$ cat src/rtl/mem_arbiter.sv
// mem_arbiter: 4-cycle slot arbiter sharing one synchronous RAM between video (priority) and CPU,
// with a starvation counter that forces a CPU slot after STARVE_LIMIT consecutive video wins.
module mem_arbiter #(
    parameter int ADDR_W       = 16,
    parameter int DATA_W       = 8,
    parameter int STARVE_LIMIT = 3
) (
    input  logic              clock_hi,
    input  logic              reset,
    input  logic              vid_req,
    input  logic [ADDR_W-1:0] vid_addr,
    output logic [DATA_W-1:0] vid_data,
    output logic              vid_ack,
    input  logic              cpu_req,
    input  logic              cpu_we,
    input  logic [ADDR_W-1:0] cpu_addr,
    input  logic [DATA_W-1:0] cpu_wdata,
    output logic [DATA_W-1:0] cpu_rdata,
    output logic              cpu_ack,
    output logic [ADDR_W-1:0] mem_addr,
    output logic              mem_we,
    output logic [DATA_W-1:0] mem_wdata,
    input  logic [DATA_W-1:0] mem_rdata,
    output logic              grant_cpu
);
    typedef enum logic [1:0] {IDLE, ACCESS, READ, DONE} state_t;
    localparam logic [3:0] LIMIT = 4'(STARVE_LIMIT);

    state_t            state_q, state_d;
    logic [3:0]        starve_q, starve_d;
    logic [ADDR_W-1:0] mem_addr_q, mem_addr_d;
    logic              mem_we_q, mem_we_d;
    logic [DATA_W-1:0] mem_wdata_q, mem_wdata_d;
    logic              is_wr_q, is_wr_d;
    logic              grant_q, grant_d;
    logic              vid_ack_q, vid_ack_d;
    logic              cpu_ack_q, cpu_ack_d;
    logic [DATA_W-1:0] vid_data_q, vid_data_d;
    logic [DATA_W-1:0] cpu_rdata_q, cpu_rdata_d;
    logic              pick_cpu;

    always_comb begin
        pick_cpu    = cpu_req && (!vid_req || starve_q >= LIMIT);
        state_d     = state_q;
        starve_d    = starve_q;
        mem_addr_d  = mem_addr_q;
        mem_we_d    = 1'b0;
        mem_wdata_d = mem_wdata_q;
        is_wr_d     = is_wr_q;
        grant_d     = grant_q;
        vid_ack_d   = 1'b0;
        cpu_ack_d   = 1'b0;
        vid_data_d  = vid_data_q;
        cpu_rdata_d = cpu_rdata_q;
        case (state_q)
            IDLE: if (vid_req || cpu_req) begin
                state_d     = ACCESS;
                mem_addr_d  = pick_cpu ? cpu_addr : vid_addr;
                mem_we_d    = pick_cpu && cpu_we;
                is_wr_d     = pick_cpu && cpu_we;
                mem_wdata_d = pick_cpu ? cpu_wdata : mem_wdata_q;
                grant_d     = pick_cpu;
                // counter only grows while the CPU is actually left waiting
                starve_d    = (pick_cpu || !cpu_req) ? 4'd0 :
                              (starve_q >= LIMIT) ? LIMIT : starve_q + 4'd1;
            end
            ACCESS: state_d = READ;
            READ: begin
                state_d     = DONE;
                vid_data_d  = grant_q ? vid_data_q : mem_rdata;
                cpu_rdata_d = (grant_q && !is_wr_q) ? mem_rdata : cpu_rdata_q;
                vid_ack_d   = !grant_q;
                cpu_ack_d   = grant_q;
            end
            default: begin
                state_d = IDLE;
                grant_d = 1'b0;
            end
        endcase
    end

    always_ff @(posedge clock_hi) begin
        if (reset) begin
            state_q     <= IDLE;
            starve_q    <= '0;
            mem_addr_q  <= '0;
            mem_we_q    <= 1'b0;
            mem_wdata_q <= '0;
            is_wr_q     <= 1'b0;
            grant_q     <= 1'b0;
            vid_ack_q   <= 1'b0;
            cpu_ack_q   <= 1'b0;
            vid_data_q  <= '0;
            cpu_rdata_q <= '0;
        end else begin
            state_q     <= state_d;
            starve_q    <= starve_d;
            mem_addr_q  <= mem_addr_d;
            mem_we_q    <= mem_we_d;
            mem_wdata_q <= mem_wdata_d;
            is_wr_q     <= is_wr_d;
            grant_q     <= grant_d;
            vid_ack_q   <= vid_ack_d;
            cpu_ack_q   <= cpu_ack_d;
            vid_data_q  <= vid_data_d;
            cpu_rdata_q <= cpu_rdata_d;
        end
    end

    assign mem_addr  = mem_addr_q;
    assign mem_we    = mem_we_q;
    assign mem_wdata = mem_wdata_q;
    assign grant_cpu = grant_q;
    assign vid_ack   = vid_ack_q;
    assign cpu_ack   = cpu_ack_q;
    assign vid_data  = vid_data_q;
    assign cpu_rdata = cpu_rdata_q;
endmodule

$ cat config.mk
export PLATFORM = sky130hd
export DESIGN_NAME = mem_arbiter
export DESIGN_NICKNAME = d
export VERILOG_FILES = /design/src/rtl/mem_arbiter.sv
export SDC_FILE = /design/constraint.sdc
export NUM_CORES = 1
export LEC_CHECK = 0
export ABC_AREA = 1
export BUFFER_PORTS_ARGS = -buffer_cell sky130_fd_sc_hd__buf_2
export CORE_MARGIN = 4
export CORE_UTILIZATION = 51
export CTS_CLUSTER_DIAMETER = 100
export DETAILED_ROUTE_END_ITERATION = 6
export PLACE_DENSITY = 0.85
export RECOVER_POWER = 50
export SLEW_MARGIN = 20
export SYNTH_ARGS = -nofsm -noshare
export SYNTH_HDL_FRONTEND = slang
export SYNTH_SLANG_ARGS = --single-unit
$ cat constraint.sdc
create_clock -name clock_hi -period 2 [get_ports clock_hi]
set_input_delay 0.4 -clock clock_hi [delete_from_list [all_inputs] [get_ports clock_hi]]
set_output_delay 0.4 -clock clock_hi [all_outputs]
set_load 0.01 [all_outputs]
==> results.md, run 1 <==
* WL final at 5390 um
* Final Critical Period at 1420 ps
* Die area at 5520 sq um
* Worst setup SP type: flop
* Synth top area cells: dfxtp_1, nor2_1, nand2_1
* Critical path required time at 2240 ps
* Critical path endpoint category: flop
* Sink Count at 51
* Num CTS Buffers at 5
* Die H at 74.3 um
* Vias in the first global route at 2,052
* Maximum VDD drop at 607 uV
* Port Buffers at 96
* Synthesized instance count at 302
* Finished Core Util at 67.6%
* GR Util All Layers at 19.8%
* Status: complete, no violations
* Post-CTS setup repair buffer count at 0
* Drt pass-1 iters at 4
* Clk buf depth at 2
* Final setup violation count at 0
* Floorplan core area at 4120 sq um
* CTS tree: yes
* Syn_area_per_cell at 7.42 sq um
* Synth area leader: dfxtp_1
* Hold Crit Class: in -> reg
* Starting Density at 54.5%
* RSZ-0062 raised after global routing: false
* Grt ovf at 0
* Final Non-Filler Cells at 445
* Final Max Tran Viols at 0
* Synth Net Count at 358
* Wire per inst at 12.1 um
* Clock skew at 8.28 ps
* Ports at 97
* Fill cell count at 397
* Clock slew at reported path FFs at 90 ps
* Setup TNS at 0 ps
* Post-synth top area share at 45.6%
* First-pass GRT wire length at 8630 um
* Initial antenna violation count at 0
* Ant. Diodes at 0
* Clock Latency Late Sink at 300 ps
* Vias per cell at 4.92
* Mapped cell area at 2240 sq um
* Final #Nets at 450
* Initial DRC count at 104
* Post-placement cell count at 437
* Period utilisation layout at 70.9%
* Die Wd at 74.3 um
* Hold-fix buffers at CTS at 0
* Sequential share of the synthesized area at 45.6%
* H-tree depth at 2
* Root Buffer: clkbuf_8
* Lkg Pwr at 1.34 nW
* Routed via count at 2,190
* Power density of the placed cells at 1230 nW/um^2
* Yosys cell types at 24
* Max-Cap Viols at 0
* Synth Warn # at 0
* Row count at 23
* Critical path class: reg -> reg
* Post-detail-place hpwl at 3970 um
* Syn-to-layout area delta at 24.2%
* Final Wtd Congestion at 0.825
* Slew Limit Headroom at 60.3%
* Share of cells above drive strength 1 at 21.0%
* Worst Tran Pin Value at 595 ps
* Synthesized flop and latch total at 51
* Antenna Nets Post-Route at 0
* Post-CTS Resized at 0
* Achievable Freq at 0.706 GHz
* Final Hold Fails at 0
* Largest net degree at the start of global routing at 37
* CP arrival at 1660 ps
* DRC viols at 0
* CP Max Fanout at 36
## flip-flops by register name, summed over array words and instances, names as in the netlist
| register | flops |
|---|---|
| vid_ack | 1 |
| grant_cpu | 1 |
| mem_addr | 16 |
| starve_q | 4 |
| mem_wdata | 8 |
| is_wr_q | 1 |
| state_q | 2 |
| cpu_ack | 1 |
| cpu_rdata | 8 |
| vid_data | 8 |
| mem_we | 1 |
## critical path, stage by stage, from the launching register on
cell     delay (ps)
dfxtp_1         330
inv_1            80
ha_1            230
o21ai_4         100
inv_4           310
nand3_1         160
o21ai_1         140
## routing by layer
| metal | part of all wire, % | global-route usage [%] | vias to the layer above |
|---|---|---|---|
| met5 | 0 | 0 | - |
| met4 | 1.9 | 7.91 | 0 |
| met3 | 7.8 | 5.14 | 9 |
| met2 | 49 | 34.5 | 72 |
| met1 | 42 | 23.2 | 970 |
| li1 | - | - | 1139 |
## placed cells by master, fill, tap and decap left out
cell type and n:
nor2_1 63, buf_2 52, dfxtp_1 51, nand2_1 50, clkbuf_1 45, nand3_1 35
inv_1 28, o21ai_0 18, nor2_2 10, a21oi_1 9, nand4_1 8, clkbuf_8 5
buf_4 4, ha_1 3, nor2_4 2, a21oi_2 2, bufinv_16 2, inv_2 1
nand2_4 1, nand2_8 1, o21ai_4 1, inv_4 1, o221ai_1 1, nand3_2 1
o21ai_1 1
## per-stage QoR
step / power [mW] / hold slack, ps / setup WS (ps) / area [sq um]
detailed placement: 2.67 / 435 / 511 / 2710
CTS: 3.50 / 349 / 582 / 2840
global route: 3.68 / 356 / 458 / 2780
finish: 3.43 / 354 / 583 / 2780
floorplan: 2.30 / 423 / 712 / 2240
global placement: 2.63 / 432 / 525 / 2710
## final cells by class
class / count / area [sq um] / area share [%]
sequential: 51 / 1020 / 36.7
multi-input combinational: 206 / 996 / 35.8
timing repair buffer: 100 / 455 / 16.4
inverter: 30 / 115 / 4.14
clock buffer: 6 / 72.6 / 2.61
tap: 50 / 62.6 / 2.25
clock inverter: 2 / 60.1 / 2.16
## cell usage after synthesis
library cell,instances
nand2_4,1
nor2_2,10
dfxtp_1,51
o21ai_0,18
o21ai_4,1
inv_4,1
nand2_1,50
buf_1,1
nand4_1,8
a21oi_1,9
nor2_4,2
o221ai_1,1
nand3_2,1
ha_1,3
inv_1,28
nand3_1,35
a21oi_2,2
buf_6,6
clkbuf_1,2
buf_2,6
nor2_1,63
nand2_8,1
o21ai_1,1
inv_2,1
## logic make-up (layout without fill, tap and decap cells)
logic type	count (synthesis)	after routing	share of synthesized area [%]
flops	51	51	45.6
compound gates	32	32	8.15
fa+ha+maj	3	3	1.68
simple gates	171	171	34.6
buf+inv	45	138	9.99
## power breakdown
group / total (mW) / switching [mW] / internal (mW)
logic: 1.20 / 0.771 / 0.428
clock network: 0.820 / 0.321 / 0.500
registers: 1.41 / 0.149 / 1.26
total: 3.43 / 1.24 / 2.19
## path summary, 6_finish.rpt
path / startpoint / end / slack, ps / depth (start not counted)
min reg2reg: starve_q[2]$_SDFFE_PP0N_ / starve_q[2]$_SDFFE_PP0N_ / 450 / 2
max: state_q[0]$_SDFFE_PP0N_ / is_wr_q$_SDFFE_PP0N_ / 580 / 6
max reg2reg: state_q[0]$_SDFFE_PP0N_ / is_wr_q$_SDFFE_PP0N_ / 580 / 6
min: mem_rdata[5] / cpu_rdata[5]$_SDFFE_PP0P_ / 350 / 3
Note: power is estimated with default switching activity, not from simulation.
==> inputs of run 2 (changes only) <==
--- a/config.mk
+++ b/config.mk
@@ -8,10 +8,10 @@
 export ABC_AREA = 1
 export BUFFER_PORTS_ARGS = -buffer_cell sky130_fd_sc_hd__buf_2
 export CORE_MARGIN = 4
-export CORE_UTILIZATION = 51
+export CORE_UTILIZATION = 42
 export CTS_CLUSTER_DIAMETER = 100
 export DETAILED_ROUTE_END_ITERATION = 6
-export PLACE_DENSITY = 0.85
+export PLACE_DENSITY = 0.75
 export RECOVER_POWER = 50
 export SLEW_MARGIN = 20
 export SYNTH_ARGS = -nofsm -noshare
==> constraint.sdc (replaced) <==
create_clock -name clock_hi -period 1.2 [get_ports clock_hi]
set_input_delay 0.24 -clock clock_hi [delete_from_list [all_inputs] [get_ports clock_hi]]
set_output_delay 0.24 -clock clock_hi [all_outputs]
set_load 0.01 [all_outputs]
==> results.md, run 2 (same netlist as run 1, synthesis figures left out) <==
* Critical-path cell list: ha_4, nor2_4, nand2_8, buf_12, nand3_1, nand3_1, nand2_1, inv_1
* Hold Path Stages at 3
* Dpl cell area at 2910 sq um
* Final Critical Period at 1300 ps
* R2r endpoint: mem_addr[9]$_SDFFE_PP0N_
* Vias in the first global route at 2,186
* Grt ovf at 0
* CP dominant cell by count: nand3_1
* Fill cell count at 444
* Post-placement cell count at 473
* Row count at 26
* RSZ-0062 raised after global routing: true
* Reg2Reg Setup Slack at -100 ps
* Worst Hold Path EP: cpu_rdata[0]$_SDFFE_PP0P_
* Vias per cell at 4.74
* Max incr delay on CP at 350 ps
* Initial antenna violation count at 0
* Delay-heaviest family, CP: simple AND/OR/NAND/NOR gates
* First-pass GRT wire length at 9670 um
* Share of cells above drive strength 1 at 41.6%
* Starting Density at 43.6%
* Hold Crit Class: in -> reg
* WP buf/inv at 2
* Clk buf depth at 2
* R2R cell count at 8
* Period utilisation layout at 108%
* Max-Cap Viols at 0
* Die Wd at 81.0 um
* Maximum VDD drop at 913 uV
* Achievable Freq at 0.770 GHz
* Final Hold Fails at 0
* Port Buffers at 96
* Final Non-Filler Cells at 488
* Syn-to-layout area delta at 49.2%
* Ports at 97
* CTS tree: yes
* Initial DRC count at 112
* Hold-fix buffers at CTS at 0
* Critical path's slowest cell: dfxtp_2
* Sink Count at 51
* Power Total at 6.31 mW
* Worst setup SP type: flop
* Ant. Diodes at 0
* Num CTS Buffers at 5
* DRC viols at 0
* Final Max Tran Viols at 0
* Wire per inst at 12.8 um
* Commonest cells after routing, fill and taps aside: buf_2, nor2_1, dfxtp_1
* GR Util All Layers at 18.7%
* Post-detail-place hpwl at 4050 um
* Post-Place Worst Slack at -75.4 ps
* Worst setup margin at -99.5 ps
* Final setup violation count at 35
* Critical path class: reg -> reg
* Max reg flops at 16
* H-tree depth at 2
* Drt pass-1 iters at 4
* Fin area at 3340 sq um
* Die H at 81.0 um
* Clock slew at reported path FFs at 100 ps
* Commonest non-fill, non-tap cell in the layout: buf_2
* Largest net degree at the start of global routing at 25
* Worst Tran Pin Value at 258 ps
* Critical path endpoint category: flop
* Lkg Pwr at 1.59 nW
* Final #Nets at 473
* Routed via count at 2,314
* Reg2reg start: starve_q[0]$_SDFFE_PP0N_
* Critical path required time at 1410 ps
* CP Max Fanout at 6
* Floorplan core area at 5140 sq um
* Antenna Nets Post-Route at 0
* Power density of the placed cells at 1890 nW/um^2
* WL final at 6240 um
* Status: complete, but fails checks
* CP arrival at 1510 ps
* Clock skew at 9.74 ps
* Clock Latency Late Sink at 310 ps
* Hold Crit Start: mem_rdata[0]
* Final Wtd Congestion at 0.782
* Root Buffer: clkbuf_8
* Failing checks: negative setup slack
* Die area at 6570 sq um
* Setup TNS at -1620 ps
* Slew Limit Headroom at 82.8%
==> run 2: cell type report <==
cell class | count | area [sq um] | share of cell area (%)
clock inverters | 3 | 25.0 | 0.748
multi-input cells | 208 | 1270 | 38.0
clock buffers | 5 | 68.8 | 2.06
well taps | 70 | 87.6 | 2.62
flip-flops and latches | 51 | 1030 | 30.7
inverters | 30 | 115 | 3.44
repair buffers | 121 | 749 | 22.4
==> run 2: per-layer routing <==
layer | share of wire [%] | GRT usage [%]
met1 | 43 | 23.1
met5 | 0 | 0
met4 | 2.5 | 8.28
met3 | 6.6 | 4.99
met2 | 48 | 30.6
==> run 2: worst max-delay path by stage <==
stage | startpoint | cells past startpoint | slack [ps] | endpoint
2_1_floorplan | state_q[0]$_SDFFE_PP0N_ | 7 | 10 | cpu_rdata[0]$_SDFFE_PP0P_
3_3_place_gp | starve_q[0]$_SDFFE_PP0N_ | 8 | -40 | mem_addr[6]$_SDFFE_PP0N_
3_5_place_dp | starve_q[0]$_SDFFE_PP0N_ | 8 | -80 | mem_addr[12]$_SDFFE_PP0N_
4_1_cts | starve_q[0]$_SDFFE_PP0N_ | 8 | -50 | mem_addr[11]$_SDFFE_PP0N_
5_1_grt | starve_q[0]$_SDFFE_PP0N_ | 8 | -160 | mem_addr[9]$_SDFFE_PP0N_
6_report | starve_q[0]$_SDFFE_PP0N_ | 8 | -100 | mem_addr[9]$_SDFFE_PP0N_
==> run 2: power breakdown <==
group | switching [mW] | internal, mW | leakage [nW]
logic | 1.59 | 1.33 | 1.12
registers | 0.267 | 2.11 | 0.419
clock network | 0.598 | 0.418 | 0.0443
total | 2.46 | 3.86 | 1.59
==> run 2: repair_timing <==
item                       CTS  global route
setup buffers                1             2
resized for setup           33            34
setup endpoints to repair   36            47
gates cloned                 3             1
pin swaps                   14             4
==> run 2: through the flow <==
step | hold slack [ps] | utilization, %
floorplan | 375 | -
global placement | 432 | 56.6
detailed placement | 435 | 56.6
CTS | 162 | 62.1
global route | 191 | 65.1
finish | 172 | 65.1
==> run 2: worst reg2reg max path, delay by kind of cell (launching register included) <==
family	cells	cell delay, ps
fa+ha+maj	1	170
buf+inv	2	190
flops	1	350
simple gates	5	500
